### src/rtl/cpu_pkg.sv
// Shared CPU-side definitions used by the register dump unit.
// REG_DUMP_CHECKSUM_EN adds the checksum state to the dump FSM encoding.
package cpu_pkg;

    localparam int unsigned REG_ADDR_W = 5;

    typedef enum logic [2:0] {
        StIdle = 3'd0,
        StLoad = 3'd1,
        StSend = 3'd2,
`ifdef REG_DUMP_CHECKSUM_EN
        StCsum = 3'd3,
`endif
        StFin  = 3'd4
    } dump_state_e;

endpackage

### src/rtl/reg_dump_unit_if.sv
// Beat stream from the register dump unit to its sink (valid/ready handshake).
interface reg_dump_unit_if #(
    parameter int unsigned DATA_W = 32
);

    logic                            out_valid;
    logic                            out_ready;
    logic [cpu_pkg::REG_ADDR_W-1:0]  out_addr;
    logic [DATA_W-1:0]               out_data;
    logic                            out_last;
    logic                            out_csum;

    modport master (
        output out_valid,
        output out_addr,
        output out_data,
        output out_last,
        output out_csum,
        input  out_ready
    );

    modport slave (
        input  out_valid,
        input  out_addr,
        input  out_data,
        input  out_last,
        input  out_csum,
        output out_ready
    );

endinterface

### src/rtl/reg_dump_unit.sv
// Streams a range of architectural registers out as valid/ready beats.
// REG_DUMP_CHECKSUM_EN appends an XOR checksum beat after the data beats.
module reg_dump_unit
    import cpu_pkg::*;
#(
    parameter int unsigned NUM_REGS = 32,
    parameter int unsigned DATA_W   = 32
) (
    input  logic                  clk,
    input  logic                  reset,
    input  logic                  start,
    input  logic [REG_ADDR_W-1:0] first_addr,
    input  logic [REG_ADDR_W-1:0] last_addr,
    output logic [REG_ADDR_W-1:0] rf_read_addr,
    input  logic [DATA_W-1:0]     rf_read_data,
    reg_dump_unit_if.master       out,
    output logic                  busy,
    output logic                  done
);

    localparam logic [REG_ADDR_W-1:0] MaxIdx = REG_ADDR_W'(NUM_REGS - 1);

`ifdef REG_DUMP_CHECKSUM_EN
    localparam bit CsumEn = 1'b1;
`else
    localparam bit CsumEn = 1'b0;
`endif

    dump_state_e           state_q, state_d;
    logic [REG_ADDR_W-1:0] cursor_q, cursor_d;
    logic [REG_ADDR_W-1:0] end_q, end_d;
    logic                  valid_q, valid_d;
    logic [REG_ADDR_W-1:0] addr_q, addr_d;
    logic [DATA_W-1:0]     data_q, data_d;
    logic                  last_q, last_d;
    logic [REG_ADDR_W-1:0] last_clamped;
    logic                  capture;
`ifdef REG_DUMP_CHECKSUM_EN
    logic [DATA_W-1:0]     acc_q, acc_d;
`endif

    // Indices beyond the implemented register file are never read.
    assign last_clamped = (last_addr > MaxIdx) ? MaxIdx : last_addr;

    always_comb begin
        state_d  = state_q;
        cursor_d = cursor_q;
        end_d    = end_q;
        valid_d  = valid_q;
        addr_d   = addr_q;
        data_d   = data_q;
        last_d   = last_q;
        capture  = 1'b0;
`ifdef REG_DUMP_CHECKSUM_EN
        acc_d    = acc_q;
`endif
        unique case (state_q)
            StIdle: begin
                if (start) begin
`ifdef REG_DUMP_CHECKSUM_EN
                    acc_d = '0;
`endif
                    if (first_addr <= last_clamped) begin
                        cursor_d = first_addr;
                        end_d    = last_clamped;
                        state_d  = StLoad;
                    end else begin
                        state_d = StFin;
                    end
                end
            end
            StLoad: begin
                capture = 1'b1;
                state_d = StSend;
            end
            StSend: begin
                if (out.out_ready) begin
`ifdef REG_DUMP_CHECKSUM_EN
                    acc_d = acc_q ^ data_q;
`endif
                    // End is detected on the beat address, so cursor wrap is harmless.
                    if (addr_q != end_q) begin
                        capture = 1'b1;
                    end else begin
`ifdef REG_DUMP_CHECKSUM_EN
                        addr_d  = '0;
                        data_d  = acc_q ^ data_q;
                        last_d  = 1'b1;
                        state_d = StCsum;
`else
                        valid_d = 1'b0;
                        last_d  = 1'b0;
                        state_d = StFin;
`endif
                    end
                end
            end
`ifdef REG_DUMP_CHECKSUM_EN
            StCsum: begin
                if (out.out_ready) begin
                    valid_d = 1'b0;
                    last_d  = 1'b0;
                    state_d = StFin;
                end
            end
`endif
            StFin: begin
                state_d = StIdle;
            end
            default: begin
                state_d = StIdle;
            end
        endcase

        if (capture) begin
            valid_d  = 1'b1;
            addr_d   = cursor_q;
            data_d   = rf_read_data;
            last_d   = (cursor_q == end_q) && !CsumEn;
            cursor_d = cursor_q + REG_ADDR_W'(1);
        end
    end

    always_ff @(posedge clk or posedge reset) begin
        if (reset) begin
            state_q  <= StIdle;
            cursor_q <= '0;
            end_q    <= '0;
            valid_q  <= 1'b0;
            addr_q   <= '0;
            data_q   <= '0;
            last_q   <= 1'b0;
`ifdef REG_DUMP_CHECKSUM_EN
            acc_q    <= '0;
`endif
        end else begin
            state_q  <= state_d;
            cursor_q <= cursor_d;
            end_q    <= end_d;
            valid_q  <= valid_d;
            addr_q   <= addr_d;
            data_q   <= data_d;
            last_q   <= last_d;
`ifdef REG_DUMP_CHECKSUM_EN
            acc_q    <= acc_d;
`endif
        end
    end

    assign rf_read_addr  = cursor_q;
    assign out.out_valid = valid_q;
    assign out.out_addr  = addr_q;
    assign out.out_data  = data_q;
    assign out.out_last  = last_q;
`ifdef REG_DUMP_CHECKSUM_EN
    assign out.out_csum  = (state_q == StCsum);
`else
    assign out.out_csum  = 1'b0;
`endif
    assign busy = (state_q != StIdle);
    assign done = (state_q == StFin);

endmodule

### src/flat_wrapper.sv
// flat-port wrapper written by rule: the top's interface ports become plain ports
module reg_dump_unit_flat import cpu_pkg::*;
#(
    parameter int unsigned NUM_REGS = 32,
    parameter int unsigned DATA_W   = 32
)
  (clk, reset, start, first_addr, last_addr, rf_read_addr, rf_read_data, busy, done, out_out_valid, out_out_addr, out_out_data, out_out_last, out_out_csum, out_out_ready);
  reg_dump_unit_if #(.DATA_W(DATA_W)) out_i ();
  input  logic clk;
  input  logic reset;
  input  logic start;
  input  logic [REG_ADDR_W-1:0] first_addr;
  input  logic [REG_ADDR_W-1:0] last_addr;
  output logic [REG_ADDR_W-1:0] rf_read_addr;
  input  logic [DATA_W-1:0] rf_read_data;
  output logic busy;
  output logic done;
  output wire logic [$bits(out_i.out_valid)-1:0] out_out_valid;
  output wire logic [$bits(out_i.out_addr)-1:0] out_out_addr;
  output wire logic [$bits(out_i.out_data)-1:0] out_out_data;
  output wire logic [$bits(out_i.out_last)-1:0] out_out_last;
  output wire logic [$bits(out_i.out_csum)-1:0] out_out_csum;
  input wire logic [$bits(out_i.out_ready)-1:0] out_out_ready;
  assign out_out_valid = out_i.out_valid;
  assign out_out_addr = out_i.out_addr;
  assign out_out_data = out_i.out_data;
  assign out_out_last = out_i.out_last;
  assign out_out_csum = out_i.out_csum;
  assign out_i.out_ready = out_out_ready;
  reg_dump_unit #(.NUM_REGS(NUM_REGS), .DATA_W(DATA_W)) u_core (.clk(clk), .reset(reset), .start(start), .first_addr(first_addr), .last_addr(last_addr), .rf_read_addr(rf_read_addr), .rf_read_data(rf_read_data), .out(out_i), .busy(busy), .done(done));
endmodule
### config.mk
export PLATFORM = sky130hd
export DESIGN_NAME = reg_dump_unit_flat
export DESIGN_NICKNAME = d
export VERILOG_FILES = /design/src/rtl/cpu_pkg.sv /design/src/rtl/reg_dump_unit_if.sv /design/src/rtl/reg_dump_unit.sv /design/src/flat_wrapper.sv
export SDC_FILE = /design/constraint.sdc
export NUM_CORES = 1
export LEC_CHECK = 0
export ABC_AREA = 1
export CELL_PAD_IN_SITES_DETAIL_PLACEMENT = 0
export CELL_PAD_IN_SITES_GLOBAL_PLACEMENT = 1
export CORE_MARGIN = 1
export CORE_UTILIZATION = 30
export CTS_BUF_LIST = sky130_fd_sc_hd__clkbuf_8
export DETAILED_ROUTE_END_ITERATION = 10
export GPL_TIMING_DRIVEN = 0
export PLACE_DENSITY_LB_ADDON = 0.15
export SLEW_MARGIN = 30
export SYNTH_ARGS = -nofsm -noshare
export SYNTH_HDL_FRONTEND = slang
export SYNTH_SLANG_ARGS = --single-unit
### constraint.sdc
create_clock -name clk -period 2.5 [get_ports clk]
set_clock_uncertainty 0.15 [all_clocks]
set_input_delay 0.5 -clock clk [delete_from_list [all_inputs] [get_ports clk]]
set_output_delay 0.5 -clock clk [all_outputs]
set_load 0.005 [all_outputs]
== Word level (Yosys, flattened, before mapping) ==
Cells that the tools add are included.

* Bitwise gates (word level): 0
* Add/subtract/negate cells: 1
* Multiplexer cells: 18
* Eq/ne operators: 9
* Reductions and logical operators: 11
* $lt $le $gt $ge: 2
* Shifts and indexed selects: 0
* Divide/modulo/power cells: 0
* Multiply operators: 0

{| class="wikitable"
|+ Operators with widths
! cell !! count
|-
| 5-bit 2-to-1 mux || 5
|-
| 3-bit 2-to-1 mux || 4
|-
| 3-bit AND reduction || 4
|-
| 2-bit nonzero test || 5
|-
| 3-bit case mux with 3 select lines || 1
|-
| 1-bit 2-to-1 mux || 7
|-
| 2-bit inequality test (second input constant) || 3
|-
| 5-bit by 1-bit adder with 5-bit output (second input constant) || 1
|-
| 5-bit equality test || 1
|-
| 5-bit greater-than comparator (second input constant) || 1
|-
| 5-bit less-or-equal comparator || 1
|-
| 5-bit inequality test || 1
|-
| 3-bit by 1-bit equality test with 1-bit output (second input constant) || 1
|-
| 3-bit by 2-bit equality test with 1-bit output (second input constant) || 1
|-
| 3-bit equality test (second input constant) || 1
|-
| 3-bit logical NOT || 1
|-
| 3-bit nonzero test || 1
|-
| 2-bit by 1-bit inequality test with 1-bit output (second input constant) || 1
|-
| 1-bit case mux with 2 select lines || 1
|}

* Latch bits: 0
* Bits in read-only memories: 0
* Memories: 0
* Bits of input ports: 46
* Flip-flop bits (word level): 52
* Memory bits (writable): 0
* Logic and storage cells: 48

== Depth between registers and ports, before layout ==
Gate-level depths: netlist (run 1).

* Depth after elaboration: 7
* Mapped depth: 12

== Worst setup path before layout (run 1) ==
No wires, ideal clock.

* Kind: input-to-reg
* Start: in last_addr[4]
* End: reg u_core.cursor_q[1] (netlist: u_core.rf_read_addr[1])
* Data arrival time: 1.659 ns
* Library setup time: 0.119 ns
* Path buffers: 1
* Slack: 0.572 ns
* Stages on the path: 12
* Cell sequence: inv_1 ha_1 nand2_1 nor2_1 nand2_1 nand3_1 nand2_1 nand2_1 buf_2 nor2_1 a21oi_1 nand2_1

* Word-level cells in the longest chain between the ends: 5

{| class="wikitable"
|+ Ends and longest elaborated chain
! element !! line !! RTL
|-
| from (decl) || flat_wrapper.sv:13 || <nowiki>input logic [REG_ADDR_W-1:0] last_addr;</nowiki>
|-
| 5-bit greater-than comparator || reg_dump_unit.sv:43 || <nowiki>assign last_clamped = (last_addr > MaxIdx) ? MaxIdx : last_addr;</nowiki>
|-
| 5-bit 2-to-1 mux * || reg_dump_unit.sv:43 ||
|-
| 5-bit less-or-equal comparator * || reg_dump_unit.sv:63 || <nowiki>if (first_addr <= last_clamped) begin</nowiki>
|-
| 2-bit nonzero test (no source line) * || -- ||
|-
| 3-bit AND reduction (no source line) * || -- ||
|-
| to (signal assigned) || reg_dump_unit.sv:138 || <nowiki>cursor_q <= cursor_d;</nowiki>
|-
| to (decl) || reg_dump_unit.sv:30 || <nowiki>logic [REG_ADDR_W-1:0] cursor_q, cursor_d;</nowiki>
|}

Mark *: on every way between the ends. The rest lies on a longest branch, timed or not.
A chain may end at the register's enable or synchronous reset.

== Worst setup path after layout (run 1) ==
Same ends and word-level chain as after synthesis.

==> results by group, run 1 <==
Clocking
  – Post-cts resize count: 0
  – Clock Path Buffers: 2
  – CTS H-tree depth: 2
  – TritonCTS clock tree: yes
  – Total CTS buffers: 5
  – Clock Sinks: 52
  – Post-CTS Hold Buffers: 0
  – Clock transition at the registers of the reported paths: 90 ps
  – Clk Tree Root Cell: clkbuf_8
  – Clk Latency, worst-skew pair: 300 ps
  – Post-CTS Setup Inserts: 0

Setup path
  – Crit Path Max Fanout: 10
  – R2R cell count: 11
  – R2R Path End: u_core.out.out_data[29]$_DFFE_PP0P_
  – FF-to-FF Start: u_core.end_q[0]$_DFFE_PP0P_
  – CP Class: input pin to flop
  – Setup crit start kind: input pin
  – CP Launch Point: last_addr[4]
  – Arrival time worst endpoint: 2370 ps
  – Required time of the critical path: 2550 ps
  – Element type at the critical path end: flop
  – R2r setup slk: 760 ps

Hold path
  – Worst hold path class: flop to flop
  – Hold Path Sink: u_core.out.out_data[25]$_DFFE_PP0P_
  – Min-Delay Startpoint: u_core.out.out_data[25]$_DFFE_PP0P_
  – Worst Hold Depth: 2

Layout
  – Synth-to-Final Area Change: 47.2%
  – Commonest non-fill, non-tap cells in the layout: 140 x nand2_1, 91 x clkdlybuf4s50_1, 52 x dfrtp_1, 26 x inv_1, 15 x nor2_1
  – Commonest non-fill, non-tap cell in the layout: nand2_1
  – # fillers: 789
  – FF/Latch Area: 1300 um^2
  – Non-Filler Instances: 503
  – Post-layout net count: 452
  – Ratio of cells with drive above 1 in the final layout: 0.0873
  – Design area: 3600 um^2
  – Fin util: 0.461
  – # diodes: 0
  – Multi-input gate area: 950 um^2

Timing
  – Final Hold Fails: 0
  – Max frequency: 429 MHz
  – Final Cycle Share: 0.931
  – Final setup fails: 0
  – Final Max Tran Viols: 0
  – Minimum clock period: 2330 ps
  – Unrepaired setup endpoints after global routing: false

Die
  – Die X: 92.3 um
  – Die Y: 92.3 um
  – Die area: 8510 um^2
  – Site Rows: 32
  – Core footprint: 7810 um^2
  – I/O pins: 93
  – Initial core utilization: 0.313

Route
  – Detail Route Antenna Nets: 0
  – DRC: 0
  – Vias/cell: 4.18
  – Total wire length: 5690 um
  – Via count: 2,102
  – DR iter-0 viols: 53
  – Drt wl/cell: 11.3 um
  – DRT Pass-1 Iters: 4

Synthesis
  – Yosys reg bits: 52
  – Syn Inst Count: 301
  – Post-synth cell types: 24
  – Mapped Area: 2440 um^2
  – Register area share after synthesis: 0.532
  – Yosys warning count: 0
  – Post-Syn Nets: 353
  – Mapped Avg Cell Area: 8.12 um^2

Placement
  – Hpwl dp: 4310 um
  – Port Buffers: 91
  – Routability Congestion: 0.754
  – DP Cell Count: 495
  – Placed instance area: 3510 um^2

Global route
  – Total grt overflow: 0
  – First-pass GRT wire length: 9650 um
  – Largest net degree at the start of global routing: 31
  – Total GRT Usage: 0.144
  – Number of global-route vias before repair: 1,981
  – Antenna violations before repair: 0

Pwr
  – Power Density: 1100 nW/um^2
  – P_leak: 1.81 nW
  – Sw Ratio: 0.360
  – Clk pwr share: 0.125
  – Reg power frac: 0.390
  – VDD IR max: 0.304 mV
  – Switching power: 0.00143 W
  – Gate power share: 0.486
  – Internal power: 0.00254 W

Job
  – Number of max-cap violations: 0

Status
  – Outcome: finished clean
## final cells by class
class,instances,area share
inverters,30,0.0334
flip-flops and latches,52,0.361
clock buffers,6,0.0229
repair buffers,92,0.259
plain buffers,9,0.0212
multi-input cells,210,0.264
clock inverters,2,0.00313
well taps,102,0.0355
## worst max-delay path by stage
stage / end / slack (ps) / depth (start not counted)
after floorplan: u_core.rf_read_addr[1]$_DFFE_PP0P_ / 570 / 12
after global placement: u_core.out.out_data[18]$_DFFE_PP0P_ / -620 / 2
after detailed placement: u_core.rf_read_addr[1]$_DFFE_PP0P_ / -190 / 13
after CTS: u_core.rf_read_addr[1]$_DFFE_PP0P_ / 130 / 13
after global routing: u_core.rf_read_addr[1]$_DFFE_PP0P_ / 3 / 13
final: u_core.rf_read_addr[1]$_DFFE_PP0P_ / 170 / 13
## state kept, by name, summed over array words and instances, names as in the netlist
| signal | flops |
|---|---|
| u_core.out.out_data | 32 |
| u_core.end_q | 5 |
| u_core.rf_read_addr | 5 |
| u_core.state_q | 3 |
| u_core.out.out_valid | 1 |
| u_core.out.out_last | 1 |
| u_core.out.out_addr | 5 |
## synth_stat cells, drive strengths merged
library cell    n  area, um^2
ha              6        75.1
o21bai          1        7.51
o21ai          11        55.1
xnor2           3        26.3
a21oi           4        20.0
clkinv          1        8.76
buf             9        76.3
xor2            3        26.3
inv            29         109
nor3            1        5.00
or2             2        12.5
conb            1        3.75
dfrtp          52        1300
a211oi          1        7.51
nand2         151         599
nand3          11        55.1
nor2           15        56.3
## power by group through the flow
stage	Clock (W)	Combinational (W)	Sequential (W)
floorplan	0	0.000929	0.00156
global placement	0	0.00194	0.00156
detailed placement	0	0.00197	0.00157
CTS	0.000516	0.00197	0.00156
global route	0.000553	0.00218	0.00161
finish	0.000495	0.00193	0.00155
## critical path, cell delays in order
cell             delay (ps)
clkdlybuf4s50_1         450
inv_1                    40
ha_1                    280
nand2_1                  70
nor2_1                  140
nand2_1                  60
nand3_1                  60
nand2_1                  70
nand2_1                 200
buf_2                   250
nor2_1                   70
a21oi_1                 120
nand2_1                  60
## through the flow
stage,setup TNS [ps],hold slack [ps],power [W],setup slack [ps]
after floorplan,0,315,0.00249,572
after global placement,-32400,303,0.00350,-619
after detailed placement,-507,308,0.00354,-189
after CTS,0,331,0.00404,126
after global routing,0,357,0.00435,3.33
final,0,327,0.00397,172
## cells by family after synthesis
logic type               after synthesis  share of synthesized area
flip-flops                            52                      0.532
buffers and inverters                 39                     0.0793
AND/OR/NAND/NOR                      180                      0.298
AO/OA/AOI/OAI                         17                     0.0368
adder cells (fa/ha/maj)                6                     0.0307
other                                  1                    0.00153
XOR/XNOR                               6                     0.0215
## layer usage
| metal | wire [um] | track usage | share of wire |
|---|---|---|---|
| met3 | 314 | 0.0323 | 0.055 |
| met5 | 0 | 0 | 0 |
| met4 | 76 | 0.0430 | 0.013 |
| met2 | 2560 | 0.227 | 0.45 |
| met1 | 2740 | 0.198 | 0.48 |
Note: power is estimated with default switching activity, not from simulation.
==> run 2, diff against run 1 <==
Settings changed: GPL_TIMING_DRIVEN 0 to 1, SKIP_LAST_GASP from default to 1.
==> run 2 against run 1 <==
Compared with the run above: cell area down 0.66%; core utilization fell by 0.30 points; final cell count fell by 0.80%; sequential power hardly changed; first-iteration DRC count is 28% lower; critical path type unchanged; highest routed layer unchanged.
==> results by group, run 2 (synthesized netlist as in run 1, its figures left out) <==
Clocking
  – Clock Path Buffers: 2
  – Post-cts resize count: 0
  – Post-CTS Hold Buffers: 0
  – Clk Tree Root Cell: clkbuf_8
  – Total CTS buffers: 5
  – TritonCTS clock tree: yes
  – CTS H-tree depth: 2
  – Clk Latency, worst-skew pair: 300 ps
  – Clock transition at the registers of the reported paths: 90 ps
  – Post-CTS Setup Inserts: 0
  – Clock Sinks: 52

Global route
  – Number of global-route vias before repair: 2,002
  – Total grt overflow: 0
  – Total GRT Usage: 0.143
  – Antenna violations before repair: 0
  – Largest net degree at the start of global routing: 38
  – First-pass GRT wire length: 9510 um

Layout
  – Non-Filler Instances: 499
  – Commonest non-fill, non-tap cells in the layout: 140 x nand2_1, 91 x clkdlybuf4s50_1, 52 x dfrtp_1, 25 x inv_1, 15 x nor2_1
  – Post-layout net count: 448
  – Max FFs per register: 32
  – Synth-to-Final Area Change: 46.3%
  – # diodes: 0
  – Commonest non-fill, non-tap cell in the layout: nand2_1
  – Ratio of cells with drive above 1 in the final layout: 0.0806

Placement
  – DP Cell Count: 491
  – Routability Congestion: 0.716
  – Hpwl dp: 4290 um
  – Port Buffers: 91

Pwr
  – VDD IR max: 0.368 mV
  – Internal power: 0.00257 W
  – Switching power: 0.00142 W
  – Gate power share: 0.467
  – Sw Ratio: 0.356
  – P_leak: 1.79 nW
  – Power Density: 1120 nW/um^2
  – Reg power frac: 0.390
  – Clk pwr share: 0.143

Timing
  – Minimum clock period: 2200 ps
  – Final Max Tran Viols: 0
  – Final Hold Fails: 0
  – Final setup fails: 0
  – Final Cycle Share: 0.880
  – Total negative setup slack: 0 ps
  – Max frequency: 455 MHz
  – Unrepaired setup endpoints after global routing: false

Setup path
  – CP bufs+invs: 3
  – Required time of the critical path: 2550 ps
  – Cell family with the largest share of critical-path delay: buffers and inverters
  – Element type at the critical path end: flop
  – Crit Path Max Fanout: 7
  – Arrival time worst endpoint: 2250 ps
  – Most used cell, CP: nand2_1
  – Crit-path slowest cell: clkdlybuf4s50_1
  – Critical Path Max Stage Delay: 450 ps
  – Crit-path cells: clkdlybuf4s50_1 -> inv_1 -> ha_1 -> nand2_1 -> nor2_1 -> nand2_1 -> nand3_1 -> nand2_1 -> nand2_1 -> buf_4 -> nand2_1 -> a21oi_1 -> nor2_1
  – CP Class: input pin to flop
  – Setup crit start kind: input pin

Die
  – Core footprint: 7810 um^2
  – Site Rows: 32
  – Die X: 92.3 um
  – Die area: 8510 um^2
  – Initial core utilization: 0.313
  – I/O pins: 93
  – Die Y: 92.3 um

Route
  – DR iter-0 viols: 38
  – DRC: 0
  – Detail Route Antenna Nets: 0
  – Vias/cell: 4.30
  – Via count: 2,145
  – DRT Pass-1 Iters: 4
  – Drt wl/cell: 11.5 um
  – Total wire length: 5760 um

Job
  – Number of max-cap violations: 0

Status
  – Outcome: finished clean

Hold path
  – Worst hold path class: input pin to asynchronous set/reset pin
## run 2: final timing paths
path | slack, ps | startpoint | end | cells after the start
worst max-delay path | 300 | last_addr[4] | u_core.rf_read_addr[4]$_DFFE_PP0P_ | 13
worst min-delay path | 330 | reset | u_core.out.out_valid$_DFFE_PP0P_ | 2
worst max register to register | 760 | u_core.state_q[0]$_DFFE_PP0P_ | u_core.out.out_addr[4]$_DFFE_PP0P_ | 8
worst min register to register | 330 | u_core.out.out_data[31]$_DFFE_PP0P_ | u_core.out.out_data[31]$_DFFE_PP0P_ | 2
max in group asynchronous | 1340 | reset | u_core.out.out_data[4]$_DFFE_PP0P_ | 3
min in group clk | 330 | u_core.out.out_data[31]$_DFFE_PP0P_ | u_core.out.out_data[31]$_DFFE_PP0P_ | 2
## run 2: per-layer routing
layer  up-vias  wire length [um]  global-route usage  part of all wire
li1       1096                 -                   -                 -
met3         6               328              0.0357             0.057
met2        64              2790               0.227              0.48
met4         0                46              0.0443            0.0080
met5         -                 0                   0                 0
met1       979              2590               0.190              0.45
## run 2: power by group through the flow
stage | Clock, W | Combinational [W] | Sequential [W]
after floorplan | 0 | 0.000929 | 0.00156
after global routing | 0.000639 | 0.00212 | 0.00162
final | 0.000570 | 0.00187 | 0.00156
after CTS | 0.000603 | 0.00192 | 0.00156
after global placement | 0 | 0.00190 | 0.00157
after detailed placement | 0 | 0.00191 | 0.00158
## run 2: through the flow
step	util	hold WS (ps)	instance area (um^2)	setup slack [ps]	power [W]
finish	0.458	327	3580	300	0.00399
global route	0.458	340	3580	129	0.00438
CTS	0.458	333	3580	286	0.00408
detailed placement	0.444	311	3460	-37.7	0.00349
global placement	0.444	303	3460	45.8	0.00347
floorplan	-	315	2440	572	0.00249
## run 2: final cells by class
type / instances / area [um^2]
clock buffers: 5 / 68.8
clock inverters: 3 / 42.5
fillers: 773 / 4230
inverters: 30 / 118
multi-input cells: 210 / 950
flip-flops and latches: 52 / 1300
well taps: 102 / 128
repair buffers: 97 / 968
==> run 3, diff against run 2 <==
Settings changed: CORE_UTILIZATION 30 to 35, TNS_END_PERCENT from default to 100.
Clock period 2.5 ns to 2.73 ns, I/O delays scaled along.
==> run 3 against run 2 <==
Compared with the run above: core utilization increased by 6.3 points; worst hold slack got worse by 0.79 ps; non-clock buffer count fell by 1; worst setup slack better by 110 ps; sequential share of layout area rose by 0.54 points; routed wire length is 4.9% lower; die area decreased by 14%; sequential cell count unchanged.
==> results by group, run 3 (synthesized netlist as in run 1, its figures left out) <==
Route
  – Total wire length: 5480 um
  – DRT Pass-1 Iters: 4
  – Detail Route Antenna Nets: 0
  – DRC: 0
  – Drt wl/cell: 11.5 um
  – DR iter-0 viols: 66
  – Vias/cell: 4.41
  – Via count: 2,099

Die
  – Site Rows: 30
  – Initial core utilization: 0.362
  – Die Y: 85.6 um
  – Die area: 7320 um^2
  – Die X: 85.6 um
  – Core footprint: 6760 um^2
  – I/O pins: 93

Clocking
  – Post-CTS Setup Inserts: 0
  – Total CTS buffers: 5
  – Post-CTS Hold Buffers: 0
  – Clk Tree Root Cell: clkbuf_8
  – Clock Sinks: 52
  – CTS H-tree depth: 2
  – Post-cts resize count: 0
  – Clock Path Buffers: 2
  – Clock transition at the registers of the reported paths: 90 ps
  – Clk Latency, worst-skew pair: 300 ps
  – TritonCTS clock tree: yes

Layout
  – # diodes: 0
  – Non-Filler Instances: 476
  – Max FFs per register: 32
  – Commonest non-fill, non-tap cell in the layout: nand2_1
  – Fin util: 0.521
  – Commonest non-fill, non-tap cells in the layout: 140 x nand2_1, 91 x clkdlybuf4s50_1, 52 x dfrtp_1, 26 x inv_1, 15 x nor2_1
  – # fillers: 661
  – Ratio of cells with drive above 1 in the final layout: 0.0758
  – Synth-to-Final Area Change: 44.1%
  – Post-layout net count: 447

Setup path
  – Critical Path Max Stage Delay: 450 ps
  – Crit-path slowest cell: clkdlybuf4s50_1
  – Setup crit start kind: input pin
  – WP depth: 13
  – CP Class: input pin to flop
  – Cell family with the largest share of critical-path delay: simple AND/OR/NAND/NOR gates
  – Required time of the critical path: 2820 ps
  – Crit Path Max Fanout: 12
  – Crit-path cells: clkdlybuf4s50_1 -> inv_1 -> ha_1 -> nand2_1 -> nor2_1 -> nand2_1 -> nand3_1 -> nand2_1 -> nand2_1 -> nand3_1 -> inv_1 -> nand2_1 -> nand2_1
  – Arrival time worst endpoint: 2400 ps
  – CP bufs+invs: 3
  – Element type at the critical path end: flop
  – R2R cell count: 11
  – Most used cell, CP: nand2_1

Global route
  – Largest net degree at the start of global routing: 53
  – Total GRT Usage: 0.159
  – Total grt overflow: 0
  – Number of global-route vias before repair: 1,992
  – Antenna violations before repair: 0
  – First-pass GRT wire length: 9200 um

Placement
  – Port Buffers: 91
  – Hpwl dp: 3940 um
  – DP Cell Count: 468
  – Routability Congestion: 0.692

Pwr
  – VDD IR max: 0.354 mV
  – P_leak: 1.78 nW
  – Power Density: 1010 nW/um^2
  – Power, Total: 0.00357 W

Timing
  – Final Max Tran Viols: 0
  – Final Cycle Share: 0.848
  – Total negative setup slack: 0 ps
  – Unrepaired setup endpoints after global routing: false
  – Final Hold Fails: 0
  – Min Hold Slack: 326 ps
  – Minimum clock period: 2320 ps
  – Max frequency: 432 MHz
  – Final setup fails: 0

Hold path
  – Worst Hold Depth: 2
  – Worst hold path class: flop to flop

Status
  – Outcome: finished clean

Job
  – Number of max-cap violations: 0
[run 3: cell count changes in the layout (fill, tap and decap cells not counted)]
cell	previous run	this run
clkbuf_8	5	6
inv_1	25	26
clkinv_2	1	0
bufinv_16	1	0
buf_4	5	4
[run 3: path summary, 6_finish.rpt]
check / endpoint / start / slack (ps)
max: u_core.rf_read_addr[2]$_DFFE_PP0P_ / last_addr[4] / 410
min: u_core.out.out_data[6]$_DFFE_PP0P_ / u_core.out.out_data[6]$_DFFE_PP0P_ / 330
max reg2reg: u_core.rf_read_addr[3]$_DFFE_PP0P_ / u_core.end_q[0]$_DFFE_PP0P_ / 940
min reg2reg: u_core.out.out_data[6]$_DFFE_PP0P_ / u_core.out.out_data[6]$_DFFE_PP0P_ / 330
max in group asynchronous: u_core.out.out_last$_DFFE_PP0P_ / reset / 1740
min in group asynchronous: u_core.out.out_data[1]$_DFFE_PP0P_ / reset / 460
[run 3: area by class of cell]
cell class / count / area (um^2) / share of cell area
clock buffers: 6 / 82.6 / 0.0234
clock inverters: 2 / 11.3 / 0.00320
inverters: 30 / 118 / 0.0334
multi-input cells: 210 / 950 / 0.270
flip-flops and latches: 52 / 1300 / 0.369
well taps: 80 / 100 / 0.0284
repair buffers: 96 / 961 / 0.273
[run 3: report_power, final]
group | switching [W] | total, W | internal [W]
registers | 0.000273 | 0.00141 | 0.00114
clock network | 0.000247 | 0.000450 | 0.000203
logic | 0.000767 | 0.00171 | 0.000946
total | 0.00129 | 0.00357 | 0.00229
[run 3: stage by stage]
stage / area [um^2] / setup slack, ps
4_1_cts: 3520 / 398
5_1_grt: 3520 / 217
6_report: 3520 / 415
3_5_place_dp: 3430 / 80.9
2_1_floorplan: 2440 / 756
3_3_place_gp: 3430 / 128
[run 3: routing by layer]
metal,vias to the layer above,wire (um),global-route usage
met2,53,2510,0.260
met5,-,0,0
met1,944,2580,0.211
met3,7,317,0.0375
li1,1095,-,-
met4,0,72,0.0500
[run 3: tightest hold or removal path, cell delays in order, from the launching register on]
cell	delay (ps)
dfrtp_1	350
nand2_1	50
nand2_1	40
